## src/rtl/video_timing_pkg.sv

```systemverilog
// Shared widths and default 720p timing constants for the video timing generator.
package video_timing_pkg;
   localparam int HCOUNT_W      = 11;
   localparam int VCOUNT_W      = 10;
   localparam int FRAME_COUNT_W = 6;

   localparam int DEF_ACTIVE_H_PIXELS = 1280;
   localparam int DEF_H_FRONT_PORCH   = 110;
   localparam int DEF_H_SYNC_WIDTH    = 40;
   localparam int DEF_H_BACK_PORCH    = 220;
   localparam int DEF_ACTIVE_LINES    = 720;
   localparam int DEF_V_FRONT_PORCH   = 5;
   localparam int DEF_V_SYNC_WIDTH    = 5;
   localparam int DEF_V_BACK_PORCH    = 20;
endpackage

```

## src/rtl/wrap_counter.sv

```systemverilog
// Enabled up-counter that wraps from TERMINAL to 0; resets to TERMINAL so the
// first enabled edge after reset lands on 0. count_next exposes the coming value.
module wrap_counter #(
   parameter int W        = 8,
   parameter int TERMINAL = 255
) (
   input  logic         clk,
   input  logic         rst_n,
   input  logic         en,
   output logic [W-1:0] count,
   output logic [W-1:0] count_next,
   output logic         wrap
);
   localparam logic [W-1:0] TERM = W'(TERMINAL);

   always_comb begin
      wrap       = 1'b0;
      count_next = count;
      if (en) begin
         wrap       = (count == TERM);
         count_next = (count == TERM) ? '0 : count + W'(1);
      end
   end

   always_ff @(posedge clk or negedge rst_n) begin
      if (!rst_n) count <= TERM;
      else        count <= count_next;
   end
endmodule

```

## src/rtl/video_timing_gen.sv

```systemverilog
// Raster timing generator: h/v counters plus registered sync/active/frame decodes.
// Define VTG_FRAME_COUNT_EN to build the frame counter; otherwise frame_count_out is 0.
module video_timing_gen
   import video_timing_pkg::*;
#(
   parameter int ACTIVE_H_PIXELS = DEF_ACTIVE_H_PIXELS,
   parameter int H_FRONT_PORCH   = DEF_H_FRONT_PORCH,
   parameter int H_SYNC_WIDTH    = DEF_H_SYNC_WIDTH,
   parameter int H_BACK_PORCH    = DEF_H_BACK_PORCH,
   parameter int ACTIVE_LINES    = DEF_ACTIVE_LINES,
   parameter int V_FRONT_PORCH   = DEF_V_FRONT_PORCH,
   parameter int V_SYNC_WIDTH    = DEF_V_SYNC_WIDTH,
   parameter int V_BACK_PORCH    = DEF_V_BACK_PORCH
) (
   input  logic                     clk_in,
   input  logic                     rst_n_in,
   output logic [HCOUNT_W-1:0]      hcount_out,
   output logic [VCOUNT_W-1:0]      vcount_out,
   output logic                     hsync_out,
   output logic                     vsync_out,
   output logic                     active_draw_out,
   output logic                     new_frame_out,
   output logic [FRAME_COUNT_W-1:0] frame_count_out
);
   localparam int H_TOTAL  = ACTIVE_H_PIXELS + H_FRONT_PORCH + H_SYNC_WIDTH + H_BACK_PORCH;
   localparam int V_TOTAL  = ACTIVE_LINES + V_FRONT_PORCH + V_SYNC_WIDTH + V_BACK_PORCH;
   localparam int HS_START = ACTIVE_H_PIXELS + H_FRONT_PORCH;
   localparam int HS_END   = HS_START + H_SYNC_WIDTH;
   localparam int VS_START = ACTIVE_LINES + V_FRONT_PORCH;
   localparam int VS_END   = VS_START + V_SYNC_WIDTH;

   logic [HCOUNT_W-1:0] h_next;
   logic [VCOUNT_W-1:0] v_next;
   logic                h_wrap;
   logic                v_wrap_unused;
   logic                hsync_next, vsync_next, active_next, frame_end_next;

   wrap_counter #(.W(HCOUNT_W), .TERMINAL(H_TOTAL - 1)) u_hcount (
      .clk(clk_in), .rst_n(rst_n_in), .en(1'b1),
      .count(hcount_out), .count_next(h_next), .wrap(h_wrap)
   );

   wrap_counter #(.W(VCOUNT_W), .TERMINAL(V_TOTAL - 1)) u_vcount (
      .clk(clk_in), .rst_n(rst_n_in), .en(h_wrap),
      .count(vcount_out), .count_next(v_next), .wrap(v_wrap_unused)
   );

   // Decode the upcoming position so the registered flags line up with the counts.
   always_comb begin
      hsync_next     = 1'b0;
      vsync_next     = 1'b0;
      active_next    = 1'b0;
      frame_end_next = 1'b0;
      hsync_next     = (h_next >= HCOUNT_W'(HS_START)) && (h_next < HCOUNT_W'(HS_END));
      vsync_next     = (v_next >= VCOUNT_W'(VS_START)) && (v_next < VCOUNT_W'(VS_END));
      active_next    = (h_next < HCOUNT_W'(ACTIVE_H_PIXELS)) && (v_next < VCOUNT_W'(ACTIVE_LINES));
      frame_end_next = (h_next == HCOUNT_W'(ACTIVE_H_PIXELS)) && (v_next == VCOUNT_W'(ACTIVE_LINES));
   end

   always_ff @(posedge clk_in or negedge rst_n_in) begin
      if (!rst_n_in) begin
         hsync_out       <= 1'b0;
         vsync_out       <= 1'b0;
         active_draw_out <= 1'b0;
         new_frame_out   <= 1'b0;
      end else begin
         hsync_out       <= hsync_next;
         vsync_out       <= vsync_next;
         active_draw_out <= active_next;
         new_frame_out   <= frame_end_next;
      end
   end

`ifdef VTG_FRAME_COUNT_EN
   always_ff @(posedge clk_in or negedge rst_n_in) begin
      if (!rst_n_in)           frame_count_out <= '0;
      else if (frame_end_next) frame_count_out <= frame_count_out + FRAME_COUNT_W'(1);
   end
`else
   assign frame_count_out = '0;
`endif
endmodule

```

## config.mk

```make
export PLATFORM = sky130hd
export DESIGN_NAME = video_timing_gen
export DESIGN_NICKNAME = d
export VERILOG_FILES = /design/src/rtl/video_timing_pkg.sv /design/src/rtl/wrap_counter.sv /design/src/rtl/video_timing_gen.sv
export SDC_FILE = /design/constraint.sdc
export NUM_CORES = 1
export LEC_CHECK = 0
export ABC_AREA = 1
export BUFFER_PORTS_ARGS = -buffer_cell sky130_fd_sc_hd__buf_2
export CORE_MARGIN = 10
export CORE_UTILIZATION = 40
export DETAILED_ROUTE_END_ITERATION = 8
export PLACE_DENSITY = 0.61
export SYNTH_ARGS = -nofsm -noshare
export SYNTH_HDL_FRONTEND = slang
export SYNTH_HIERARCHICAL = 1
export SYNTH_SLANG_ARGS = --single-unit
```

## constraint.sdc

```tcl
create_clock -name clk_in -period 2.5 [get_ports clk_in]
set_clock_uncertainty 0.05 [all_clocks]
set_input_delay 0.25 -clock clk_in [delete_from_list [all_inputs] [get_ports clk_in]]
set_output_delay 0.25 -clock clk_in [all_outputs]
set_load 0.01 [all_outputs]
```

After elaboration in Yosys (flattened, before gate mapping) --
Index checks and enable logic that the tools add are counted. W data, S select, Z words.
Cells by class: add/subtract/negate cells 2, mux-type cells 3, magnitude comparators 6, reductions and logical operators 4, equality and inequality tests 4
Operators by type and width (number):
- $eq A11 B11 Y1 const B | 2
- $lt A11 B11 Y1 const B | 2
- $eq A10 B10 Y1 const B | 2
- $lt A10 B10 Y1 const B | 2
- $mux W10 | 2
- $add A11 B1 Y11 const B | 1
- $ge A11 B11 Y1 const B | 1
- $mux W11 | 1
- $add A10 B1 Y10 const B | 1
- $ge A10 B10 Y1 const B | 1
- $logic_and A1 B1 Y1 | 4
Storage, ports and cells: word-level logic and storage cells 25, bits of input ports 2, bits in registers 25, output and inout port bits 31

Logic depth before layout (Yosys ltp) --
Gate-level depths: netlist (run 1).
depth in word-level cells 5, gate-level depth with buffers 19, mapped depth without buffers 18

Cells and area by module --
The synthesis (run 1) kept the hierarchy.
Modules (own cells, without submodules):
- wrap_counter at u_hcount | times used 1, area each 690.7 µm², cells an instance 93, sequential area each 282.8 µm²
- wrap_counter at u_vcount | times used 1, area each 660.6 µm², cells an instance 87, sequential area each 259.0 µm²
- video_timing_gen | times used 1, area each 356.6 µm², cells an instance 59, sequential area each 100.1 µm²

Worst setup path after synthesis (run 1) --
Ideal clock, no wire load.
kind register to register, start point register u_hcount.count[0], end point register new_frame_out, period minus slack after synthesis 2.329 ns, library setup time 0.069 ns, stages on the path, launching flop included 19, path slack 0.171 ns, required time 2.381 ns, arrival time 2.210 ns, buffers on the path 1, cell sequence dfstp_2 -> ha_1 -> nand2_1 -> nor3_1 -> nand3_2 -> inv_1 -> buf_6 -> nand2_2 -> nor2_4 -> nand4_2 -> nand2_1 -> nand2_1 -> nor2_2 -> inv_1 -> nor2_1 -> nand2_1 -> nor2_1 -> nand2_1 -> nor2_2
On the way: word-level cells in the longest chain between the ends 4, elaborated cells between the ends (all ways) 7, classes of those cells add/sub (1); eq/ne (3); mux (2); reduce/logical (1)
RTL lines:
- from (decl) | line wrap_counter.sv:10 | output logic [W-1:0] count,
- from (signal assigned) | line wrap_counter.sv:27 | else count <= count_next;
- $eq A11 B11 Y1 | line wrap_counter.sv:20 | wrap = (count == TERM);
- net h_wrap | line video_timing_gen.sv:34 | logic h_wrap;
- $mux W10 | line wrap_counter.sv:19 | if (en) begin
- net v_next[9] | line video_timing_gen.sv:33 | logic [VCOUNT_W-1:0] v_next;
- $eq A10 B10 Y1 | line video_timing_gen.sv:57 | frame_end_next = (h_next == HCOUNT_W'(ACTIVE_H_PIXELS)) && (v_next == VCOUNT_W'(ACTIVE_LINES));
- $logic_and A1 B1 Y1 | line video_timing_gen.sv:57
- net frame_end_next | line video_timing_gen.sv:36 | logic hsync_next, vsync_next, active_next, frame_end_next;
- to (signal assigned) | line video_timing_gen.sv:70 | new_frame_out <= frame_end_next;
- to (decl) | line video_timing_gen.sv:22 | output logic new_frame_out,
The timed path passes the listed nets, and every way through them passes these cells.

Final worst setup path (run 1) --
Same ends and word-level chain as after synthesis.

==> results of run 1 <==
cell type report:
type | count | area [sq um] | area share [%]
inverter | 39 | 146 | 7.44
tap | 50 | 62.6 | 3.18
clock buffer | 4 | 45.0 | 2.29
timing repair buffer | 34 | 193 | 9.80
sequential | 25 | 642 | 32.6
multi-input combinational | 171 | 878 | 44.7
what timing repair did:
action | CTS | global route
setup endpoints to repair | 0 | 3
setup buffers | 0 | 2
gates resized for setup | 0 | 3
hold buffers | 1 | 0
hold endpoints to repair | 12 | 0
layer usage:
metal | global-route usage [%] | share of wire [%] | vias up
met3 | 3.06 | 6.6 | 5
met4 | 3.14 | 1.1 | 0
met1 | 15.9 | 49 | 714
met2 | 17.4 | 43 | 48
li1 | - | - | 796
met5 | 0 | 0 | -
registers in the layout, summed over array words and instances (netlist names):
| register | count |
|---|---|
| active_draw_out | 1 |
| u_hcount/count | 11 |
| new_frame_out | 1 |
| hsync_out | 1 |
| u_vcount/count | 10 |
| vsync_out | 1 |
power groups by stage:
stage | registers, mW | clock network [mW] | logic, mW
3_5_place_dp | 0.584 | 0 | 0.466
2_1_floorplan | 0.605 | 0 | 0.287
3_3_place_gp | 0.585 | 0 | 0.463
5_1_grt | 0.590 | 0.264 | 0.538
4_1_cts | 0.577 | 0.244 | 0.469
6_report | 0.578 | 0.235 | 0.472
stage by stage:
step	power [mW]	setup TNS (ns)	utilization [%]
floorplan	0.892	0	-
global placement	1.05	0	46.6
detailed placement	1.05	0	46.6
CTS	1.29	0	47.9
global route	1.39	-0.0380	48.5
finish	1.28	0	48.5
final timing paths:
check	to	slack (ns)	depth (start not counted)
worst max-delay path	new_frame_out	0.18	16
worst min-delay path	vsync_out	0.46	2
worst max register to register	new_frame_out	0.18	16
worst min register to register	u_vcount/count[7]	0.52	2
max in group asynchronous	u_vcount/count[5]	1.57	2
min in group clk_in	u_vcount/count[7]	0.52	2
==> results_dict.tcl, run 1 <==
set metrics [dict create \
    slew_viol_final 0 \
    std_cell_rows 23 \
    critical_path_class "reg2reg" \
    place_ws_ns 0.155 \
    cts-buffers-inserted 3 \
    power_density_nw_per_um2 653 \
    grt-ovfl-total 0 \
    diodes 0 \
    ant_nets 0 \
    p_leak_nw 1.07 \
    slew_headroom_pct 62.8 \
    switchingPower_uw 510 \
    synth_area_sq_um 1700 \
    start_kind "register" \
    io_buffer_count 26 \
    cts_root_buf "clkbuf_8" \
    hold_path_class "in2async" \
    startpoint "u_hcount/count[0]" \
    sequentialPowerShare_pct 45.0 \
    finalHoldViolations 0 \
    swShare_pct 39.7 \
    via_count 1563 \
    path_clk_slew_ns 0.08 \
    hpwlAfterDp_mm 3.28 \
    die_w_um 85.3 \
    first_global_vias 1491 \
    drc 0 \
    drt-pass1-iter-count 4 \
    netlist_instances 238 \
    arrival_ns 2.48 \
    timing.fmax_ghz 0.430 \
    routedWlPerCell_um 12.9 \
    whs_ns 0.460 \
    worst_path_most_repeated_cell "nand3_2" \
    fp.coreArea_sq_um 4060 \
    setup_viol 0 \
    fin_crit_ns 2.32 \
    drive_gt1_share_pct 25.6 \
    fin_nets 280 \
    layout_commonest_cell "nand2_1" \
    place_congestion 0.896 \
    cp_top_family "simple AND/OR/NAND/NOR gates" \
    end_kind "register" \
    area_growth_pct 15.4 \
    post_dp_cell_area_sq_um 1890 \
    clkLatencyLatePin_ns 0.27 \
    fin_cells 323 \
    final_critical_path_setup_slack_ns 0.176 \
    gr-usage-all-layers_pct 11.6 \
    cts_max_level 1 \
    dp_cells 316 \
    clk_path_buf_depth 2 \
    fillers 421 \
    power.clock.fraction_pct 18.3 \
    power_frac_comb_pct 36.8 \
    vias_per_cell 4.84 \
    cp_max_fo 4 \
    grt_pass1_wl_mm 7.13 \
    tightest_slew_ns 0.557 \
    dieArea_sq_um 7270 \
    period_share_pct 93.0 \
    maxCapViolCount 0 \
    io_pins 33 \
    path_cells "ha_1, nand2_1, nor3_2, nand3_2, inv_2, buf_4, nand3_2, nor2_4, nand3_2, xor2_1, inv_1, inv_1, nand3_1, nor2_1, nand2_1, nor2_2" \
    yosys_warnings 6 \
    clock-sinks 25 \
    finalWirelength_mm 4.16 \
    dieHeight_um 85.3 \
    cp_slowest_cell "dfstp_2" \
    first_iter_violations 157 \
    final_area_sq_um 1970 \
    antenna_found_initial 0 \
    initial_utilization_pct 42.0 \
    status "finished, final reports clean" \
    cts_tree "built" \
    rsz0062_at_grt "yes" \
    synth.avg_cell_area_sq_um 7.16 \
    required_ns 2.65 \
    grt_max_degree 26 \
    path_buf_inv 4 \
    p_int_uw 775 \
    max_stage_delay_ns 0.56 \
    ir_worst_vdd_mv 0.313 \
    layout_common_cells "nand2_1, nor2_1, inv_1" \
    rr_startpoint "u_hcount/count[0]" \
]
Note: power is estimated with default switching activity, not from simulation.
==> inputs of run 2 (changes only) <==
--- a/config.mk
+++ b/config.mk
@@ -10,6 +10,7 @@
 export CORE_MARGIN = 10
 export CORE_UTILIZATION = 40
 export DETAILED_ROUTE_END_ITERATION = 8
+export GPL_TIMING_DRIVEN = 0
 export PLACE_DENSITY = 0.61
 export SYNTH_ARGS = -nofsm -noshare
 export SYNTH_HDL_FRONTEND = slang
==> results_dict.tcl, run 2 (synthesis results as in run 1) <==
set metrics [dict create \
    status "finished, final reports clean" \
    rrSetupSlack_ns 0.08 \
    required_ns 2.65 \
    dieHeight_um 85.3 \
    period_share_pct 96.8 \
    cts_root_buf "clkbuf_8" \
    routedWlPerCell_um 12.4 \
    antenna_found_initial 0 \
    die_w_um 85.3 \
    cp_top_family "simple AND/OR/NAND/NOR gates" \
    place_ws_ns -0.196 \
    path_buf_inv 3 \
    cts_max_level 1 \
    drc 0 \
    area_growth_pct 22.7 \
    gr-usage-all-layers_pct 10.9 \
    first_global_vias 1402 \
    fin_cells 332 \
    drive_gt1_share_pct 31.6 \
    clk_path_buf_depth 2 \
    p_int_uw 792 \
    cts_tree "built" \
    fin_crit_ns 2.42 \
    hold_path_class "in2async" \
    fp.coreArea_sq_um 4060 \
    max_stage_delay_ns 0.56 \
    start_kind "register" \
    std_cell_rows 23 \
    via_count 1552 \
    rsz0062_at_grt "yes" \
    critical_path_class "reg2reg" \
    grt_max_degree 26 \
    fin_nets 289 \
    maxCapViolCount 0 \
    slew_viol_final 0 \
    largest_reg_flops 11 \
    initial_utilization_pct 42.0 \
    finalHoldViolations 0 \
    dieArea_sq_um 7270 \
    io_buffer_count 26 \
    final_critical_path_setup_slack_ns 0.0793 \
    ant_nets 0 \
    finalWirelength_mm 4.11 \
    timing.fmax_ghz 0.413 \
    hpwlAfterDp_mm 3.08 \
    switchingPower_uw 519 \
    diodes 0 \
    top_register "u_hcount/count" \
    clkLatencyLatePin_ns 0.26 \
    drt-pass1-iter-count 4 \
    grt-ovfl-total 0 \
    tightest_slew_ns 0.576 \
    cp_max_fo 7 \
    sequentialPowerShare_pct 44.2 \
    slew_headroom_pct 61.6 \
    path_cells "ha_4, nand2_2, nor3_2, nand3_2, inv_2, buf_6, nand2_4, nor2_4, nand4_2, nand2_1, nand2_2, nor2_4, inv_2, nor2_2, nand2_1, nor2_2, nand2_1, nor2_2" \
    power_frac_comb_pct 37.9 \
    fillers 421 \
    cp_slowest_cell "dfstp_2" \
    io_pins 33 \
    layout_common_cells "nand2_1, inv_1, nor2_1" \
    swShare_pct 39.6 \
    arrival_ns 2.57 \
    vias_per_cell 4.67 \
    setup_viol 0 \
    ir_worst_vdd_mv 0.307 \
    reg.largest.list "u_hcount/count: 11 flops, u_vcount/count: 10 flops" \
    dp_cells 319 \
    layout_commonest_cell "nand2_1" \
    power.clock.fraction_pct 17.9 \
    cts-buffers-inserted 3 \
    whs_ns 0.461 \
    place_congestion 0.799 \
    p_leak_nw 1.13 \
    clock-sinks 25 \
    end_kind "register" \
    grt_pass1_wl_mm 6.65 \
    first_iter_violations 79 \
    power_density_nw_per_um2 627 \
    path_clk_slew_ns 0.08 \
]
## run 2: final timing paths
path	from	endpoint	cells after the start
worst max-delay path	u_hcount/count[0]	new_frame_out	18
worst min-delay path	rst_n_in	u_vcount/count[4]	2
worst max register to register	u_hcount/count[0]	new_frame_out	18
worst min register to register	u_vcount/count[7]	u_vcount/count[7]	2
max in group asynchronous	rst_n_in	new_frame_out	2
min in group clk_in	u_vcount/count[7]	u_vcount/count[7]	2
## run 2: power groups by stage
stage / Combinational (mW) / Clock [mW] / Sequential (mW)
after floorplan: 0.287 / 0 / 0.605
after global placement: 0.449 / 0 / 0.589
after detailed placement: 0.451 / 0 / 0.589
after CTS: 0.465 / 0.245 / 0.583
after global routing: 0.558 / 0.260 / 0.594
final: 0.497 / 0.234 / 0.579
## run 2: cell type report
type                    instances  area, sq um  share of cell area [%]
multi-input cells             171          931                    44.5
flip-flops and latches         25          642                    30.7
repair buffers                 35          200                    9.58
inverters                      39          146                    7.00
plain buffers                   8         63.8                    3.05
well taps                      50         62.6                    2.99
clock buffers                   4         45.0                    2.15
## run 2: what timing repair did
action	4_1_cts	5_1_grt
setup buffers	3	5
setup endpoints to repair	3	3
hold buffers	1	0
resized for setup	3	14
endpoints found under the hold margin	12	0
pin swaps	2	9
## run 2: per-stage QoR
step / area, sq um / util (%) / power [mW] / TNS [ns]
2_1_floorplan: 1720 / - / 0.892 / 0
3_3_place_gp: 1920 / 47.2 / 1.04 / -0.432
3_5_place_dp: 1920 / 47.2 / 1.04 / -0.424
4_1_cts: 2000 / 49.3 / 1.29 / 0
5_1_grt: 2090 / 51.5 / 1.41 / -0.203
6_report: 2090 / 51.5 / 1.31 / 0
## run 2: per-layer routing
metal / global-route usage [%] / vias to the layer above / share of wire (%)
met5: 0 / - / 0
met4: 2.25 / 0 / 0.75
met3: 2.58 / 4 / 5.3
met2: 16.1 / 34 / 44
met1: 15.4 / 702 / 50
li1: - / 812 / -
==> inputs of run 3 (changes only) <==
--- a/config.mk
+++ b/config.mk
@@ -11,7 +11,7 @@
 export CORE_UTILIZATION = 40
 export DETAILED_ROUTE_END_ITERATION = 8
 export GPL_TIMING_DRIVEN = 0
-export PLACE_DENSITY = 0.61
+export PLACE_DENSITY = 0.68
 export SYNTH_ARGS = -nofsm -noshare
 export SYNTH_HDL_FRONTEND = slang
 export SYNTH_HIERARCHICAL = 1
==> results_dict.tcl, run 3 (synthesis results as in run 1) <==
set metrics [dict create \
    hold_path_class "in2async" \
    clkLatencyLatePin_ns 0.26 \
    cts_root_buf "clkbuf_8" \
    maxCapViolCount 0 \
    wl_met3_um 192 \
    path_clk_slew_ns 0.08 \
    tightest_slew_ns 0.539 \
    drt-pass1-iter-count 4 \
    final_critical_path_setup_slack_ns 0.102 \
    place_ws_ns -0.123 \
    critical_path_class "reg2reg" \
    p_leak_nw 1.13 \
    finalWirelength_mm 4.01 \
    dieArea_sq_um 7270 \
    largest_reg_flops 11 \
    die_w_um 85.3 \
    start_kind "register" \
    std_cell_rows 23 \
    fillers 414 \
    wl_met2_mm 1.82 \
    antenna_found_initial 0 \
    hpwlAfterDp_mm 3.02 \
    area_growth_pct 21.4 \
    arrival_ns 2.55 \
    vias_per_cell 4.72 \
    drive_gt1_share_pct 29.5 \
    rsz0062_at_grt "yes" \
    gr-usage-all-layers_pct 10.4 \
    whs_ns 0.440 \
    ir_worst_vdd_mv 0.286 \
    required_ns 2.65 \
    finalHoldViolations 0 \
    via_count 1561 \
    timing.fmax_ghz 0.417 \
    period_share_pct 95.9 \
    wl_met1_mm 1.97 \
    cts_tree "built" \
    grt-ovfl-total 0 \
    clk_path_buf_depth 2 \
    io_pins 33 \
    cts_max_level 1 \
    ant_nets 0 \
    dieHeight_um 85.3 \
    cts-buffers-inserted 3 \
    top_layer "met4" \
    io_buffer_count 26 \
    final_area_sq_um 2070 \
    fin_nets 288 \
    grt_max_degree 26 \
    top_register "u_hcount/count" \
    setup_viol 0 \
    layout_commonest_cell "nand2_1" \
    place_congestion 0.840 \
    power_density_nw_per_um2 630 \
    grt_pass1_wl_mm 6.49 \
    drc 0 \
    reg.largest.list "u_hcount/count: 11 flops, u_vcount/count: 10 flops" \
    cp_max_fo 7 \
    diodes 0 \
    routedWlPerCell_um 12.1 \
    clock-sinks 25 \
    layout_common_cells "nand2_1, nor2_1, inv_1" \
    fin_crit_ns 2.40 \
    slew_headroom_pct 64.0 \
    status "finished, final reports clean" \
    initial_utilization_pct 42.0 \
    first_global_vias 1381 \
    slew_viol_final 0 \
    end_kind "register" \
    first_iter_violations 104 \
    post_dp_cell_area_sq_um 1920 \
    fp.coreArea_sq_um 4060 \
]
[run 3: repair_timing]
action | 4_1_cts | 5_1_grt
pin swaps | 2 | 8
setup buffers | 2 | 5
hold buffers | 1 | 0
hold endpoints to repair | 12 | 0
setup endpoints to repair | 3 | 3
gates resized for setup | 1 | 11
[run 3: layout make-up]
class,instances,area [sq um],share of cell area [%]
multi-input cells,171,917,44.3
plain buffers,8,63.8,3.08
inverters,39,146,7.07
flip-flops and latches,25,642,31.0
well taps,50,62.6,3.02
clock buffers,4,45.0,2.18
repair buffers,34,193,9.31
[run 3: worst paths after layout]
| kind | slack, ns | cells after the start | to | startpoint |
|---|---|---|---|---|
| min in group clk_in | 0.53 | 2 | u_vcount/count[7] | u_vcount/count[7] |
| hold / removal | 0.44 | 2 | u_hcount/count[7] | rst_n_in |
| setup reg to reg | 0.10 | 18 | new_frame_out | u_hcount/count[0] |
| hold reg to reg | 0.53 | 2 | u_vcount/count[7] | u_vcount/count[7] |
| setup / recovery | 0.10 | 18 | new_frame_out | u_hcount/count[0] |
| max in group asynchronous | 1.59 | 2 | u_vcount/count[9] | rst_n_in |
[run 3: critical path, cell delays in order, from the launching register on]
cell and delay [ns]:
dfstp_2 0.56, ha_4 0.14, nand2_2 0.05, nor3_2 0.18, nand3_2 0.12, inv_2 0.09
buf_6 0.12, nand2_4 0.06, nor2_4 0.11, nand4_2 0.10, nand2_1 0.10, nand2_2 0.06
nor2_4 0.13, inv_2 0.05, nor2_1 0.08, nand2_1 0.06, nor2_2 0.10, nand2_1 0.07
nor2_2 0.10
[run 3: per-stage QoR]
stage          std cells  util (%)  TNS, ns  power (mW)
5_1_grt              331      51.0   -0.188        1.40
3_5_place_dp         319      47.2   -0.265        1.04
2_1_floorplan        243         -        0       0.892
4_1_cts              326      49.1        0        1.29
3_3_place_gp         319      47.2   -0.308        1.03
6_report             331      51.0        0        1.30
[run 3: power breakdown]
part | internal (mW) | leakage [nW] | switching [mW] | total [mW]
clock | 0.114 | 0.0228 | 0.118 | 0.232
combinational | 0.183 | 0.815 | 0.308 | 0.490
sequential | 0.493 | 0.291 | 0.0875 | 0.581
total | 0.789 | 1.13 | 0.514 | 1.30
[run 3: layer usage]
layer,vias up,global-route usage (%)
met5,-,0
met4,0,3.59
met3,2,2.20
met2,29,15.7
met1,721,14.1
li1,809,-
